`src/rtl/hd_program_loader.sv`:
```
// Streams a block of consecutive words from the hard-disk store into instruction memory.
// Disk reads are pipelined: one address per cycle, and data comes back READ_LAT cycles later.
module hd_program_loader #(
  parameter int READ_LAT  = 2,
  parameter int IM_AW     = 8,
  parameter int MAX_WORDS = 250
) (
  input  logic             clock,
  input  logic             reset,
  input  logic             start,
  input  logic             abort,
  input  logic [3:0]       src_sector,
  input  logic [9:0]       src_track,
  input  logic [7:0]       num_words,
  input  logic [IM_AW-1:0] dst_addr,
  output logic [3:0]       hd_sector,
  output logic [9:0]       hd_track,
  output logic             hd_we,
  input  logic [31:0]      hd_data,
  output logic [IM_AW-1:0] im_addr,
  output logic [31:0]      im_data,
  output logic             im_we,
  output logic             busy,
  output logic             done,
  output logic             error
);

  localparam logic [8:0] MAXW = 9'(MAX_WORDS);

  typedef enum logic [1:0] {IDLE, ISSUE, DRAIN} state_t;

  state_t           state, state_nx;
  logic [7:0]       rem;
  logic [7:0]       off_cnt;
  logic [IM_AW-1:0] dst_q;
  logic             vld_p [READ_LAT];
  logic [7:0]       off_p [READ_LAT];
  logic             pipe_empty, accept, reject, push, fin, kill;

  // Length must be 1..MAX_WORDS and the last track must not pass 1023.
  function automatic logic len_ok(input logic [9:0] trk, input logic [7:0] n);
    logic [10:0] last;
    last = {1'b0, trk} + {3'b000, n} - 11'd1;
    return (n != 8'd0) && ({1'b0, n} <= MAXW) && (last <= 11'd1023);
  endfunction

  function automatic logic [IM_AW-1:0] wrap_addr(input logic [IM_AW-1:0] base,
                                                 input logic [7:0] off);
    return base + IM_AW'(off);
  endfunction

  assign hd_we = 1'b0;

  always_ff @(posedge clock or negedge reset) begin
    if (!reset) state <= IDLE;
    else        state <= state_nx;
  end

  always_comb begin
    state_nx = state;
    case (state)
      IDLE:    if (accept) state_nx = ISSUE;
      ISSUE:   if (abort) state_nx = IDLE;
               else if (rem == 8'd1) state_nx = DRAIN;
      DRAIN:   if (abort || pipe_empty) state_nx = IDLE;
      default: state_nx = IDLE;
    endcase
  end

  always_comb begin
    busy       = (state != IDLE);
    pipe_empty = 1'b1;
    for (int i = 0; i < READ_LAT; i++)
      if (vld_p[i]) pipe_empty = 1'b0;
    accept = (state == IDLE) && start && len_ok(src_track, num_words);
    reject = (state == IDLE) && start && !len_ok(src_track, num_words);
    push   = (state == ISSUE) && !abort;
    fin    = (state == DRAIN) && !abort && pipe_empty;
    kill   = busy && abort;
  end

  // p0..p(READ_LAT-1): issue-side valid tracking, aligned with returning disk data
  always_ff @(posedge clock or negedge reset) begin
    if (!reset) begin
      rem       <= '0;
      off_cnt   <= '0;
      hd_sector <= '0;
      hd_track  <= '0;
      im_addr   <= '0;
      im_data   <= '0;
      im_we     <= 1'b0;
      done      <= 1'b0;
      error     <= 1'b0;
      for (int i = 0; i < READ_LAT; i++) vld_p[i] <= 1'b0;
    end else begin
      done <= fin;
      if (accept) begin
        error     <= 1'b0;
        hd_sector <= src_sector;
        hd_track  <= src_track;
        rem       <= num_words;
        off_cnt   <= '0;
      end else if (reject) begin
        error <= 1'b1;
      end
      if (push) begin
        rem     <= rem - 8'd1;
        off_cnt <= off_cnt + 8'd1;
        if (rem != 8'd1) hd_track <= hd_track + 10'd1;
      end
      if (kill) begin
        im_we <= 1'b0;
        for (int i = 0; i < READ_LAT; i++) vld_p[i] <= 1'b0;
      end else begin
        vld_p[0] <= push;
        for (int i = 1; i < READ_LAT; i++) vld_p[i] <= vld_p[i-1];
        im_we <= vld_p[READ_LAT-1];
        if (vld_p[READ_LAT-1]) begin
          im_addr <= wrap_addr(dst_q, off_p[READ_LAT-1]);
          im_data <= hd_data;
        end
      end
    end
  end

  // Offsets and destination base are pure data and ride alongside vld_p.
  always_ff @(posedge clock) begin
    if (accept) dst_q <= dst_addr;
    off_p[0] <= off_cnt;
    for (int i = 1; i < READ_LAT; i++) off_p[i] <= off_p[i-1];
  end

endmodule
```
`config.mk`:
```
export PLATFORM = sky130hd
export DESIGN_NAME = hd_program_loader
export DESIGN_NICKNAME = d
export VERILOG_FILES = /design/src/rtl/hd_program_loader.sv
export SDC_FILE = /design/constraint.sdc
export NUM_CORES = 1
export LEC_CHECK = 0
export ABC_AREA = 1
export BUFFER_PORTS_ARGS = -buffer_cell sky130_fd_sc_hd__buf_2
export CAP_MARGIN = 20
export CORE_UTILIZATION = 57
export DETAILED_ROUTE_END_ITERATION = 6
export MAX_ROUTING_LAYER = met4
export PLACE_DENSITY = 0.85
export SLEW_MARGIN = 20
export SYNTH_ARGS = -nofsm -noshare
export SYNTH_HDL_FRONTEND = slang
export SYNTH_SLANG_ARGS = --single-unit
```
`constraint.sdc`:
```
create_clock -name clock -period 2.6 [get_ports clock]
set_clock_uncertainty 0.1 [all_clocks]
set_input_delay 0.52 -clock clock [delete_from_list [all_inputs] [get_ports clock]]
set_output_delay 0.52 -clock clock [all_outputs]
set_load 0.03 [all_outputs]
```
==> results.py <==
metrics = {
    "die": {
        "die_w_um": 93.8,
        "core_area_mm2": 0.00818,
        "rows": 33,
        "die_area_mm2": 0.00880,
        "ioPinCount": 125,
        "die_h_um": 93.8,
        "start_util": 0.588,
    },
    "sta": {
        "hold_viol_final": 4,
        "setup_violations": 0,
        "drv_slew": 0,
        "post-route-min-period_ns": 2.29,
        "period_share": 0.881,
        "tns_ns": 0,
        "worst_pin_slew_ns": 0.678,
        "max-slew-margin-rel": 0.547,
        "fin_hold_ws_ns": -0.00459,
        "rsz0062_at_grt": "no",
        "timing.fmax_ghz": 0.437,
    },
    "clock_network": {
        "cts_max_level": 3,
        "ctsLongestPathBuffers": 2,
        "cts_tree": "yes",
        "cts.sinks": 101,
        "worstSkewPairLatency_ns": 0.36,
        "cts_resized": 0,
        "numCtsBuffers": 9,
        "clkTransAtPathRegs_ns": 0.10,
        "root_buffer": "clkbuf_8",
        "ctsHoldBuffers": 0,
        "postCtsSetupRepairBufs": 0,
    },
    "outcome": {
        "violations": "negative hold slack",
        "status": "complete, but fails checks",
    },
    "synth": {
        "syn_inst": 569,
        "synth.avg_cell_area_um2": 8.44,
        "netlist_area_mm2": 0.00480,
        "ys_types": 37,
        "yosysSeqAreaShare": 0.518,
        "yosys_warnings": 0,
        "ys_top_cells_by_area": "dfrtp_1 (40%), nand2_1 (17%), ha_1 (7.3%)",
        "synth_fp_nets": 664,
        "synth_top_cell_area_share": 0.401,
        "synth_top_area_cell": "dfrtp_1",
        "synth_seq_cells": 101,
    },
    "drt": {
        "vias_per_cell": 5.02,
        "wl_per_cell_um": 12.9,
        "dr.pass1.iters": 4,
        "drc": 0,
        "drt-total-wl_um": 10500,
        "vias": 4068,
        "detail-route-antenna-nets": 0,
        "first_iter_violations": 158,
    },
    "pwr": {
        "p_per_area_mw_per_mm2": 1070,
        "cellLeakagePower_nw": 3.21,
        "ir_worst_vdd_v": 0.000412,
        "power.total_mw": 6.16,
    },
    "cells_and_area": {
        "area_growth_pct": 19.5,
        "layout.cells.non_filler": 810,
        "drive_above_1_share": 0.231,
        "layout_commonest_cell": "nand2_1",
        "final_cell_mix": "nand2_1 (213), buf_2 (122), dfrtp_1 (77)",
        "utilization": 0.702,
        "fin_nets": 795,
        "antenna_cells": 0,
    },
    "worst_setup_path": {
        "start_kind": "primary input",
        "cp_top_family": "simple AND/OR/NAND/NOR gates",
        "crit_required_ns": 2.76,
        "crit_path_max_incr_delay_ns": 0.28,
        "crit_type": "primary input to flop",
        "cp-end-kind": "flop",
        "path_max_fanout": 26,
        "path_cells": "buf_2, inv_1, ha_1, inv_1, ha_1, nand2_1, nor2_1, nand3_1, nand4_1, nand3_4, inv_4, nand2_1, nand3_1, nand2_1",
        "slowest_stage": "ha_1",
        "path_buf_inv": 4,
        "critPathMostFrequentCell": "nand2_1",
        "cp.arrival_ns": 2.45,
    },
    "placed_design": {
        "dp_cells": 794,
        "gp_congestion": 0.888,
        "io_buffer_count": 123,
        "hpwl_um": 7870,
    },
    "flow_run": {
        "maxCapViolCount": 0,
    },
    "grt": {
        "grt_max_degree": 46,
        "grt_pass1_wl_um": 16900,
        "grt_pass1_vias": 3874,
        "grt_overflow": 0,
        "antenna_found_initial": 0,
        "grt.total_usage": 0.257,
    },
    "hold_path": {
        "hp-class": "primary input to asynchronous set/reset pin",
    },
}
worst reg2reg max path: stages (launching register included):
cell      delay [ns]
dfrtp_1         0.44
nor3_4          0.38
clkinv_1        0.36
nand2_2         0.24
inv_2           0.11
nand2_1         0.07
nand3_1         0.08
state kept, by name, summed over array words and instances (netlist names), 4 cells and up:
signal and flops:
dst_q 8, off_p 16, hd_track 10, off_cnt 8, im_data 32, rem 8
im_addr 8, hd_sector 4
area by class of cell:
class / count / area [um2]
Sequential cell: 101 / 2490
Fill cell: 653 / 2430
Multi-Input combinational cell: 378 / 1950
Timing Repair Buffer: 133 / 706
Inverter: 77 / 292
Clock buffer: 11 / 131
Tap cell: 105 / 131
Clock inverter: 5 / 45.0
through the flow:
step / setup WS [ns] / instance area [um2]
after floorplan: 0.219 / 4800
after global placement: 0.0121 / 5560
after detailed placement: -0.0578 / 5560
after CTS: 0.326 / 5740
after global routing: 0.116 / 5740
final: 0.310 / 5740
power by group:
group,switching (mW),internal [mW],total (mW)
registers,0.365,2.14,2.51
clock network,0.550,0.363,0.913
logic,1.91,0.833,2.74
total,2.82,3.34,6.16
final timing paths:
kind	end	from	cells after the start	slack, ns
max	hd_track[3]	num_words[7]	14	0.31
min	im_data[0]	reset	1	-0.005
max reg2reg	rem[6]	state[1]	6	0.70
min reg2reg	off_p[0][11]	off_p[0][3]	0	0.23
max in group asynchronous	done	reset	2	1.82
min in group clock	dst_q[2]	dst_addr[2]	1	0.23
kinds of logic after synthesis:
| kind of cell | Yosys count | synth area share |
|---|---|---|
| xor+xnor | 13 | 0.0237 |
| flops | 101 | 0.518 |
| fa+ha+maj | 29 | 0.0771 |
| simple gates | 300 | 0.265 |
| mux | 1 | 0.00234 |
| buf+inv | 90 | 0.0768 |
| compound gates | 34 | 0.0362 |
| other cells | 1 | 0.000781 |
cells in the mapped netlist:
master,count
o21ai_1,1
a21oi_1,14
fa_1,1
inv_2,4
clkinv_1,2
nand2_1,213
conb_1,1
o22ai_1,1
or2_2,2
xor2_1,11
buf_2,5
nand2_2,1
nand2_4,1
inv_4,1
a21o_1,1
ha_1,28
nand4_1,7
nor2_1,23
nor4_1,2
or2_0,1
nor2_4,3
inv_1,70
buf_6,2
nand3b_1,1
nor3_4,1
clkbuf_1,4
o21ai_0,17
mux2_2,1
nor2_2,1
nand3_1,39
nor3_1,4
xnor2_1,2
buf_4,2
dfrtp_1,77
nand3_4,1
dfxtp_1,16
edfxtp_1,8
metal layers:
| layer | global-route usage | part of all wire |
|---|---|---|
| met2 | 0.462 | 0.50 |
| met5 | - | 0 |
| met4 | 0.109 | 0.018 |
| met1 | 0.284 | 0.42 |
| met3 | 0.0356 | 0.062 |
Note: power is estimated with default switching activity, not from simulation.
